===== src/rtl/serial_tx_if.sv =====
// Word-in / line-out port bundle of serial_tx. The producer side uses master
// and the transmitter uses slave.
interface serial_tx_if #(
  parameter int DATA_W = 8
);
  logic [DATA_W-1:0] tx_data;
  logic              tx_valid;
  logic              tx_ready;
  logic              tx_line;
  logic              busy;

  modport master (output tx_data, output tx_valid,
                  input tx_ready, input tx_line, input busy);
  modport slave  (input tx_data, input tx_valid,
                  output tx_ready, output tx_line, output busy);
endinterface


===== src/rtl/serial_tx.sv =====
// Async-serial transmitter: start bit, DATA_W data bits LSB first, stop bit,
// each bit held CLKS_PER_BIT clocks. The line is driven straight from a flop.
module serial_tx #(
  parameter int DATA_W       = 8,
  parameter int CLKS_PER_BIT = 4
) (
  input  logic       clk,
  input  logic       rstb,
  serial_tx_if.slave bus
);
  localparam int TICK_W = (CLKS_PER_BIT > 1) ? $clog2(CLKS_PER_BIT) : 1;
  localparam int BIT_W  = $clog2(DATA_W + 1);
  localparam logic [TICK_W-1:0] TICK_LAST = TICK_W'(CLKS_PER_BIT - 1);
  localparam logic [BIT_W-1:0]  BIT_LAST  = BIT_W'(DATA_W - 1);

  typedef enum logic [1:0] {IDLE, START, DATA, STOP} state_t;

  state_t              r_state, w_state_next;
  logic [TICK_W-1:0]   r_tick, w_tick_next;
  logic [BIT_W-1:0]    r_bit, w_bit_next;
  logic [DATA_W-1:0]   r_shreg, w_shreg_next;
  logic                r_line, w_line_next;
  logic                w_tick_last;
  logic [DATA_W-1:0]   w_shift;

  assign w_tick_last = (r_tick == TICK_LAST);
  assign w_shift     = r_shreg >> 1;

  always_ff @(posedge clk or negedge rstb) begin
    if (!rstb) begin
      r_state <= IDLE;
      r_tick  <= '0;
      r_bit   <= '0;
      r_shreg <= '0;
      r_line  <= 1'b1;
    end else begin
      r_state <= w_state_next;
      r_tick  <= w_tick_next;
      r_bit   <= w_bit_next;
      r_shreg <= w_shreg_next;
      r_line  <= w_line_next;
    end
  end

  always_comb begin
    w_state_next = r_state;
    w_tick_next  = r_tick;
    w_bit_next   = r_bit;
    w_shreg_next = r_shreg;
    w_line_next  = r_line;
    case (r_state)
      IDLE: begin
        w_line_next = 1'b1;
        if (bus.tx_valid) begin
          w_state_next = START;
          w_shreg_next = bus.tx_data;
          w_tick_next  = '0;
          w_bit_next   = '0;
          w_line_next  = 1'b0;
        end
      end
      START: begin
        if (w_tick_last) begin
          w_state_next = DATA;
          w_tick_next  = '0;
          w_line_next  = r_shreg[0];
        end else begin
          w_tick_next = r_tick + TICK_W'(1);
        end
      end
      DATA: begin
        if (w_tick_last) begin
          w_tick_next = '0;
          if (r_bit == BIT_LAST) begin
            w_state_next = STOP;
            w_bit_next   = '0;
            w_line_next  = 1'b1;
          end else begin
            // The next data bit is whatever lands in bit 0 after the shift.
            w_shreg_next = w_shift;
            w_line_next  = w_shift[0];
            w_bit_next   = r_bit + BIT_W'(1);
          end
        end else begin
          w_tick_next = r_tick + TICK_W'(1);
        end
      end
      STOP: begin
        if (w_tick_last) begin
          w_state_next = IDLE;
          w_tick_next  = '0;
        end else begin
          w_tick_next = r_tick + TICK_W'(1);
        end
      end
      default: begin
        w_state_next = IDLE;
        w_line_next  = 1'b1;
      end
    endcase
  end

  assign bus.tx_line  = r_line;
  assign bus.tx_ready = (r_state == IDLE);
  assign bus.busy     = (r_state != IDLE);
endmodule

===== src/flat_wrapper.sv =====
// flat-port wrapper written by rule: the top's interface ports become plain ports
module serial_tx_flat 
#(
  parameter int DATA_W       = 8,
  parameter int CLKS_PER_BIT = 4
)
  (clk, rstb, bus_tx_data, bus_tx_valid, bus_tx_ready, bus_tx_line, bus_busy);
  serial_tx_if #(.DATA_W(DATA_W)) bus_i ();
  input  logic clk;
  input  logic rstb;
  input wire logic [$bits(bus_i.tx_data)-1:0] bus_tx_data;
  input wire logic [$bits(bus_i.tx_valid)-1:0] bus_tx_valid;
  output wire logic [$bits(bus_i.tx_ready)-1:0] bus_tx_ready;
  output wire logic [$bits(bus_i.tx_line)-1:0] bus_tx_line;
  output wire logic [$bits(bus_i.busy)-1:0] bus_busy;
  assign bus_i.tx_data = bus_tx_data;
  assign bus_i.tx_valid = bus_tx_valid;
  assign bus_tx_ready = bus_i.tx_ready;
  assign bus_tx_line = bus_i.tx_line;
  assign bus_busy = bus_i.busy;
  serial_tx #(.DATA_W(DATA_W), .CLKS_PER_BIT(CLKS_PER_BIT)) u_core (.clk(clk), .rstb(rstb), .bus(bus_i));
endmodule

===== config.mk =====
export PLATFORM = sky130hd
export DESIGN_NAME = serial_tx_flat
export DESIGN_NICKNAME = d
export VERILOG_FILES = /design/src/rtl/serial_tx_if.sv /design/src/rtl/serial_tx.sv /design/src/flat_wrapper.sv
export SDC_FILE = /design/constraint.sdc
export NUM_CORES = 1
export LEC_CHECK = 0
export ABC_AREA = 1
export CORE_MARGIN = 2
export CORE_UTILIZATION = 54
export CTS_CLUSTER_DIAMETER = 120
export CTS_CLUSTER_SIZE = 30
export DETAILED_ROUTE_END_ITERATION = 8
export PLACE_DENSITY = 0.81
export SETUP_SLACK_MARGIN = 0.2
export SLEW_MARGIN = 30
export SYNTH_ARGS = -nofsm -noshare
export SYNTH_HDL_FRONTEND = slang
export SYNTH_SLANG_ARGS = --single-unit

===== constraint.sdc =====
create_clock -name clk -period 1.4 [get_ports clk]
set_input_delay 0.28 -clock clk [delete_from_list [all_inputs] [get_ports clk]]
set_output_delay 0.28 -clock clk [all_outputs]
set_load 0.01 [all_outputs]

==> results of run 1 <==
==> per-layer routing <==
layer  part of all wire  up-vias
li1                   -      507
met1               0.42      468
met2               0.53       21
met3              0.033        5
met4              0.018        0
met5                  0        -
==> where the power goes <==
| group | internal (W) | total (W) | switching, W |
|---|---|---|---|
| combinational | 0.000949 | 0.00224 | 0.00129 |
| clock | 0.000111 | 0.000267 | 0.000157 |
| sequential | 0.000715 | 0.000842 | 0.000126 |
==> through the flow <==
step	setup slack (ns)	instances	total power (W)	instance area, um^2	hold WS (ns)
final	0.01316	201	0.003352	1484	0.3127
after global placement	-0.03519	195	0.002677	1370	0.4604
after floorplan	0.1139	145	0.002165	1131	-0.01559
after CTS	0.01524	201	0.003209	1443	0.3163
after global routing	-0.06325	201	0.003659	1484	0.3295
after detailed placement	-0.05794	195	0.002771	1370	0.4649
==> kinds of logic (layout without fill, tap and decap cells) <==
family,after synthesis,in the layout,synth area share
buf+inv,16,45,0.05829
flops,17,17,0.3897
fa+ha+maj,9,9,0.1029
compound gates,5,5,0.02285
xor+xnor,1,1,0.008001
simple gates,97,97,0.4183
==> state kept, by name (all words and copies together) (netlist names) <==
name / flops
u_core.r_bit: 4
u_core.bus.tx_line: 1
u_core.r_state: 2
u_core.r_tick: 2
u_core.r_shreg: 8
==> final timing paths <==
check	to	slack, ns	cells past startpoint
max in group asynchronous	u_core.bus.tx_line	0.83	2
setup reg to reg	u_core.r_bit[1]	0.01	9
setup / recovery	u_core.r_bit[1]	0.01	9
hold reg to reg	u_core.bus.tx_line	0.48	2
hold / removal	u_core.r_bit[0]	0.31	2
min in group clk	u_core.bus.tx_line	0.48	2
==> worst register-to-register path, delay by kind of cell (launching register included) <==
| kind | cells | cell delay, ns |
|---|---|---|
| DFF | 1 | 0.42 |
| and+or+nand+nor | 3 | 0.25 |
| adders and majority gates | 1 | 0.15 |
| AOI/OAI and AO/OA | 1 | 0.06 |
| buffers and inverters | 4 | 0.41 |
==> area by class of cell <==
cell class	count	area, um^2	share of cell area
clock buffer	4	26.28	0.01771
sequential	17	427.9	0.2884
tap	27	33.78	0.02277
timing repair buffer	26	230.2	0.1551
inverter	15	61.31	0.04132
multi-input combinational	112	704.4	0.4747
==> cells in the mapped netlist (2+ instances only) <==
master and instances:
nand3_1 8, inv_1 10, nand3_2 2, dfrtp_1 16
inv_2 5, nor2_4 2, o21ai_1 4, nand2_2 5
ha_1 9, nor2_1 6, nand2_1 69
==> what timing repair did <==
item / in CTS / in global routing
endpoints found under the setup margin: 18 / 19
buffers inserted: 2 / 0
resized for setup: 23 / 12
pin swaps: 9 / 5
==> results_dict.tcl, run 1 <==
set metrics [dict create \
    status "complete, no violations" \
    die_width_um 49.03 \
    period_needed_ns 1.387 \
    synthArstFlopShare 1.000 \
    yosysSeqAreaShare 0.3897 \
    drv_slew 0 \
    cts_buffers 3 \
    setup.worst_path.end_class "flop" \
    num_vias 1001 \
    cp.arrival_ns 1.58 \
    power.density_nw_per_um2 2259 \
    ys_warn_count 0 \
    synth_cells 145 \
    portBuffers 13 \
    fmax_ghz 0.7211 \
    syn2layout_area_growth_pct 35.54 \
    firstDrtPassIters 4 \
    gr-usage-met1 0.2749 \
    yosys.cell_types.count 20 \
    drv_cap 0 \
    ir_drop_mv 1.658 \
    drive_above_1_share 0.2989 \
    fillers 151 \
    rsz0062_at_grt "yes" \
    place_hpwl_um 1835 \
    synth_area_leaders "dfrtp_1 (37%), nand2_1 (24%), ha_1 (10%), nand3_1 (3.7%), inv_1 (3.4%)" \
    cts.path.max_buffers 2 \
    core_region_area_um2 1942 \
    max_stage_delay_ns 0.42 \
    utilization 0.7642 \
    antenna_found_initial 0 \
    initial_utilization 0.5638 \
    timing.final.crit_share 0.9906 \
    cp_data_required_time_ns 1.59 \
    critPathLaunchType "flop" \
    worst_slew_pin_slew_ns 0.2270 \
    htree_levels 1 \
    grt_pass1_vias 952 \
    clk_pin_slew_worst_paths_ns 0.10 \
    relSlewSlack 0.8487 \
    clk_root_buffer_cell "clkbuf_4" \
    io_pins 14 \
    syn-num-nets 165 \
    crit_family "flip-flops" \
    crit_start "u_core.r_state[1]" \
    routabilityCongestion 0.9304 \
    drc 0 \
    grt_pass1_wl_um 4043 \
    antenna_cells 0 \
    clkSinkCount 17 \
    clk_latency_ns 0.29 \
    synth_top_area_cell "dfrtp_1" \
    crit_chain "inv_2 > ha_4 > inv_4 > buf_4 > nand2_4 > nand3_4 > buf_6 > nand2_1 > o21ai_1" \
    chipHeight_um 49.03 \
    rows 16 \
    crit_type "flop to flop" \
    final_nets 195 \
    wl_per_cell_um 12.07 \
    slowest_stage "dfrtp_2" \
    met2_usage 0.3858 \
    final_cell_mix "nand2_1 (64), dfrtp_1 (15), clkdlybuf4s50_1 (10), buf_4 (10), inv_1 (8)" \
    hold_violations 0 \
    finalSetupTns_ns 0 \
    final_antenna_net_count 0 \
    syn_area_um2 1095 \
    layout_commonest_cell "nand2_1" \
    ys_ff_latch 17 \
    fin_skew_ns 0.003804 \
    synth_top_area_share 0.3657 \
    cts_tree "done" \
    cts-hold-fix-buffers 0 \
    reg2reg_from "u_core.r_state[1]" \
    grt.overflow.total 0 \
    drt_wl_total_um 2426 \
    synth-edff-count 0 \
    cp_num_buf_inv 4 \
    viasPerCell 4.980 \
    grt_busiest_layer "met2" \
    power.leakage_nw 0.7607 \
    ys.flop_type "dfrtp_1" \
    dieArea_um2 2403 \
    grt_use_met3 0.03374 \
    hp-class "input port to async pin" \
    drt_iter0_markers 16 \
    setup_viol 0 \
    syn_area_per_cell_um2 7.550 \
    crit_fanout 6 \
    grt_max_degree 18 \
    grt_usage 0.2167 \
]
No activity file was read; power rests on OpenSTA's default activity.
==> run 2: changes to the inputs <==
--- a/config.mk
+++ b/config.mk
@@ -5,13 +5,13 @@
 export SDC_FILE = /design/constraint.sdc
 export NUM_CORES = 1
 export LEC_CHECK = 0
-export ABC_AREA = 1
 export CORE_MARGIN = 2
-export CORE_UTILIZATION = 54
+export CORE_UTILIZATION = 52
 export CTS_CLUSTER_DIAMETER = 120
 export CTS_CLUSTER_SIZE = 30
 export DETAILED_ROUTE_END_ITERATION = 8
-export PLACE_DENSITY = 0.81
+export PLACE_DENSITY = 0.8
+export RECOVER_POWER = 100
 export SETUP_SLACK_MARGIN = 0.2
 export SLEW_MARGIN = 30
 export SYNTH_ARGS = -nofsm -noshare
==> results_dict.tcl, run 2 <==
set metrics [dict create \
    status "finished, violations left" \
    violations "setup timing" \
    num_vias 898 \
    setup_ws_ns -0.2929 \
    final_nets 161 \
    finalPower_w 0.003942 \
    synth_top_area_share 0.4082 \
    yosys.cell_types.count 31 \
    setup.worst_path.end_class "flop" \
    ys.flop_type "dfrtp_1" \
    crit_type "flop to flop" \
    final_antenna_net_count 0 \
    drv_cap 0 \
    synth_cells 95 \
    top_regs "u_core.r_shreg: 8 flops, u_core.r_bit: 4 flops" \
    final_cell_mix "buf_4 (24), dfrtp_1 (14), nor2_1 (9), clkdlybuf4s50_1 (9), mux2i_1 (8)" \
    syn-num-nets 115 \
    syn2layout_area_growth_pct 60.20 \
    grt_usage 0.2956 \
    cp.arrival_ns 1.92 \
    place_hpwl_um 1695 \
    chipHeight_um 47.43 \
    grt_pass1_vias 866 \
    synth_area_leaders "dfrtp_1 (41%), ha_1 (11%), mux2i_1 (9.2%), a21oi_1 (4.1%), nor2_1 (3.8%)" \
    viasPerCell 5.442 \
    clk_root_buffer_cell "clkbuf_4" \
    ir_drop_mv 1.819 \
    routabilityCongestion 0.8171 \
    portBuffers 13 \
    die_width_um 47.43 \
    clkSinkCount 17 \
    clk_pin_slew_worst_paths_ns 0.11 \
    setup_viol 18 \
    synthArstFlopShare 1.000 \
    crit_start "u_core.r_state[0]" \
    initial_utilization 0.5620 \
    io_pins 14 \
    antenna_found_initial 0 \
    rsz0062_at_grt "yes" \
    layout_commonest_cell "buf_4" \
    crit_fanout 15 \
    drc 0 \
    antenna_cells 0 \
    yosysSeqAreaShare 0.4349 \
    relSlewSlack 0.4027 \
    grt_max_degree 18 \
    syn_area_per_cell_um2 10.33 \
    netlist_top_cells_count "dfrtp_1 (16), nor2_1 (10), ha_1 (9), mux2i_1 (9)" \
    worst_slew_pin_slew_ns 0.8959 \
    fin_hold_ws_ns 0.5265 \
    hold_violations 0 \
    fmax_ghz 0.5907 \
    wl_per_cell_um 17.52 \
    power.leakage_nw 0.7052 \
    core_region_area_um2 1745 \
    cts_buffers 3 \
    htree_levels 1 \
    cts.path.max_buffers 2 \
    syn_area_um2 980.9 \
    cp_data_required_time_ns 1.63 \
    largest_reg_flops 8 \
    period_needed_ns 1.693 \
    cts_tree "done" \
    timing.final.crit_share 1.209 \
    hp-start "u_core.r_tick[1]" \
    drt_wl_total_um 2890 \
    power.density_nw_per_um2 2508 \
    grt_pass1_wl_um 4360 \
    synth-edff-count 0 \
    hp-class "flop to flop" \
    rows 15 \
    reg2reg_from "u_core.r_state[0]" \
    fin_skew_ns 0.004422 \
    drv_slew 0 \
    clk_latency_ns 0.30 \
    drt_iter0_markers 16 \
    drive_above_1_share 0.4500 \
    ys_ff_latch 17 \
    firstDrtPassIters 4 \
    regMostFlops "u_core.r_shreg" \
    grt.overflow.total 0 \
    ys_warn_count 0 \
    dieArea_um2 2250 \
    synth_top_area_cell "dfrtp_1" \
    yosysMostFrequentCell "dfrtp_1" \
    critPathLaunchType "flop" \
]
## run 2: cell types whose count changed in the layout (fill, tap and decap cells not counted), moves of 3 or more
cell,before,now
nand2_1,64,5
buf_4,10,24
mux2i_1,0,8
a21oi_1,0,7
nand2_2,6,0
nand3_1,6,1
inv_2,5,1
nand2_4,4,0
nand3_2,4,0
nor2_1,5,9
buf_6,4,7
inv_1,8,5
nor2_4,3,0
o21ai_1,4,1
## run 2: worst max-delay path, stage by stage, from the launching register on
cell	delay (ns)
dfrtp_2	0.41
inv_4	0.07
buf_12	0.13
ha_4	0.17
and4b_1	0.23
nor3_4	0.24
buf_12	0.17
nor2_1	0.06
a21oi_1	0.14
## run 2: worst paths after layout
kind | end | slack, ns | cells after the start
max | u_core.r_shreg[1] | -0.29 | 8
min | u_core.r_tick[1] | 0.53 | 2
max reg2reg | u_core.r_shreg[1] | -0.29 | 8
min reg2reg | u_core.r_tick[1] | 0.53 | 2
max in group asynchronous | u_core.r_state[1] | 0.19 | 2
min in group asynchronous | u_core.r_bit[1] | 0.60 | 2
## run 2: routing by layer
| metal | global-route usage | routed length, um | vias to the layer above |
|---|---|---|---|
| met5 | 0 | 0 | - |
| li1 | - | - | 424 |
| met2 | 0.5081 | 1505 | 26 |
| met4 | 0.1333 | 104 | 0 |
| met3 | 0.04906 | 82 | 10 |
| met1 | 0.3621 | 1198 | 438 |
## run 2: power breakdown
group / internal (W) / switching, W
Sequential: 0.000729 / 0.000159
Combinational: 0.00148 / 0.00130
Clock: 0.000109 / 0.000174
Total: 0.00231 / 0.00163
## run 2: what timing repair did
item                       CTS  global route
gates cloned                 0             0
setup endpoints to repair   20            20
hold buffers                 0             0
resized for setup           28             5
pin swaps                    9             2
setup buffers                5             4
## run 2: area by class of cell
class	count	area (um^2)
Inverter	8	35.03
Multi-Input combinational cell	67	643.1
Clock inverter	1	7.507
Timing Repair Buffer	44	402.9
Clock buffer	3	22.52
Fill cell	81	173.9
Tap cell	25	31.28
Sequential cell	17	429.2
## run 2: cell families (layout without fill, tap and decap cells)
family                     count (synthesis)  in the layout  share of synthesized area
and+or+nand+nor                           27             27                     0.1531
AOI/OAI and AO/OA                         22             22                     0.1467
DFF                                       17             17                     0.4349
buffers and inverters                     11             56                    0.05867
adders and majority gates                  9              9                     0.1148
muxes                                      9              9                    0.09184
## run 2: per-stage QoR
step | area (um^2) | TNS (ns) | util | worst slack (ns) | cells
after floorplan | 1081 | -1.118 | - | -0.1845 | 95
after global placement | 1393 | -1.917 | 0.7978 | -0.1810 | 152
after detailed placement | 1393 | -2.524 | 0.7978 | -0.2689 | 152
after CTS | 1516 | -2.920 | 0.8688 | -0.2615 | 161
after global routing | 1572 | -4.684 | 0.9004 | -0.3266 | 165
final | 1572 | -3.800 | 0.9004 | -0.2929 | 165
==> run 3: changes to the inputs <==
--- a/config.mk
+++ b/config.mk
@@ -10,7 +10,7 @@
 export CTS_CLUSTER_DIAMETER = 120
 export CTS_CLUSTER_SIZE = 30
 export DETAILED_ROUTE_END_ITERATION = 8
-export PLACE_DENSITY = 0.8
+export PLACE_DENSITY = 0.77
 export RECOVER_POWER = 100
 export SETUP_SLACK_MARGIN = 0.2
 export SLEW_MARGIN = 30
==> results_dict.tcl, run 3 (synthesis results as in run 2) <==
set metrics [dict create \
    grt.overflow.total 0 \
    grt_pass1_wl_um 3781 \
    cts_tree "done" \
    cts-hold-fix-buffers 0 \
    portBuffers 13 \
    initial_utilization 0.5620 \
    antenna_found_initial 0 \
    fin_skew_ns 0.01334 \
    worst_slew_pin_slew_ns 0.9351 \
    relSlewSlack 0.3766 \
    final_antenna_net_count 0 \
    cp.depth 7 \
    firstDrtPassIters 4 \
    htree_levels 1 \
    hp-start "u_core.bus.tx_line" \
    finalSetupTns_ns -3.000 \
    crit_family "simple AND/OR/NAND/NOR gates" \
    place_hpwl_um 1632 \
    clk_latency_ns 0.31 \
    grt_usage 0.2504 \
    crit_start "u_core.r_state[1]" \
    drt_iter0_markers 17 \
    crit_fanout 3 \
    max_stage_delay_ns 0.44 \
    clkSinkCount 17 \
    cp_data_required_time_ns 1.63 \
    reg2reg_from "u_core.r_state[1]" \
    place_inst 146 \
    hp-class "flop to flop" \
    fmax_ghz 0.5998 \
    ir_drop_mv 1.546 \
    setup_ws_ns -0.2672 \
    regMostFlops "u_core.r_shreg" \
    viasPerCell 5.526 \
    cp_num_buf_inv 2 \
    core_region_area_um2 1745 \
    drc 0 \
    drv_slew 0 \
    period_needed_ns 1.667 \
    finalNonFillerCells 156 \
    setup_viol 17 \
    top_regs "u_core.r_shreg: 8 flops, u_core.r_bit: 4 flops" \
    final_nets 152 \
    setup.worst_path.end_class "flop" \
    slowest_stage "dfrtp_2" \
    power.density_nw_per_um2 2473 \
    cp.arrival_ns 1.89 \
    violations "setup timing" \
    antenna_cells 0 \
    status "finished, violations left" \
    power.leakage_nw 0.6523 \
    rsz0062_at_grt "yes" \
    layout_commonest_cell "buf_4" \
    clk_root_buffer_cell "clkbuf_4" \
    crit_chain "buf_6 > buf_4 > ha_4 > nor3_4 > nor2_2 > nor3_4 > mux2i_1" \
    dieArea_um2 2250 \
    io_pins 14 \
    clk_pin_slew_worst_paths_ns 0.10 \
    grt_pass1_vias 891 \
    cts_buffers 3 \
    cts.path.max_buffers 2 \
    drv_cap 0 \
    utilization 0.8609 \
    num_vias 862 \
    crit_type "flop to flop" \
    rows 15 \
    timing.final.crit_share 1.191 \
    largest_reg_flops 8 \
    drive_above_1_share 0.4275 \
    chipHeight_um 47.43 \
    die_width_um 47.43 \
    routabilityCongestion 0.7450 \
    drt_wl_total_um 2688 \
    wl_per_cell_um 17.23 \
    crit_path_frequent_cell "nor3_4" \
    reg2regPathDepth 7 \
    critPathLaunchType "flop" \
    hold_violations 0 \
    syn2layout_area_growth_pct 53.19 \
    final_cell_mix "buf_4 (15), dfrtp_1 (14), clkdlybuf4s50_1 (9)" \
    hold-path-cell-count 1 \
    grt_max_degree 18 \
]
[run 3: worst paths after layout]
| kind | end | slack, ns |
|---|---|---|
| hold reg to reg | u_core.bus.tx_line | 0.53 |
| setup reg to reg | u_core.r_state[1] | -0.27 |
| setup / recovery | u_core.r_state[1] | -0.27 |
| hold / removal | u_core.bus.tx_line | 0.53 |
| min in group asynchronous | u_core.r_shreg[6] | 0.61 |
| max in group asynchronous | u_core.r_state[1] | 0.15 |
[run 3: per-stage QoR]
step / instance area, um^2 / worst slack (ns) / power (W) / hold WS (ns)
after detailed placement: 1348 / -0.2414 / 0.002868 / 0.4787
after global routing: 1503 / -0.3304 / 0.003972 / 0.5343
final: 1503 / -0.2672 / 0.003716 / 0.5259
after floorplan: 1081 / -0.1845 / 0.002210 / -0.01559
after CTS: 1444 / -0.2062 / 0.003400 / 0.2937
after global placement: 1348 / -0.1879 / 0.002772 / 0.4660
[run 3: repair_timing]
action | in CTS | in global routing
cloned | 0 | 0
buffers inserted | 6 | 0
gates resized for setup | 23 | 14
pin swaps | 8 | 3
endpoints found under the setup margin | 20 | 20
[run 3: per-layer routing]
metal | share of wire | global-route usage
met1 | 0.41 | 0.2916
met2 | 0.51 | 0.4243
met3 | 0.034 | 0.05283
met4 | 0.039 | 0.1444
met5 | 0 | 0
[run 3: where the power goes]
part,switching (W),total [W],internal [W],leakage (nW)
sequential,0.000178,0.000907,0.000729,0.201
combinational,0.00121,0.00252,0.00131,0.437
clock,0.000177,0.000286,0.000109,0.0139
total,0.00157,0.00372,0.00215,0.652
[run 3: worst register-to-register path, stage by stage, from the launching register on]
cell and delay [ns]:
dfrtp_2 0.44, buf_6 0.14, buf_4 0.14, ha_4 0.16, nor3_4 0.20, nor2_2 0.08
nor3_4 0.23, mux2i_1 0.20
[run 3: layout make-up]
| type | instances | area (um^2) |
|---|---|---|
| timing repair buffer | 35 | 326.6 |
| tap | 25 | 31.28 |
| inverter | 8 | 37.54 |
| clock inverter | 1 | 7.507 |
| fill | 99 | 242.7 |
| multi-input combinational | 67 | 648.1 |
| clock buffer | 3 | 22.52 |
| sequential | 17 | 429.2 |
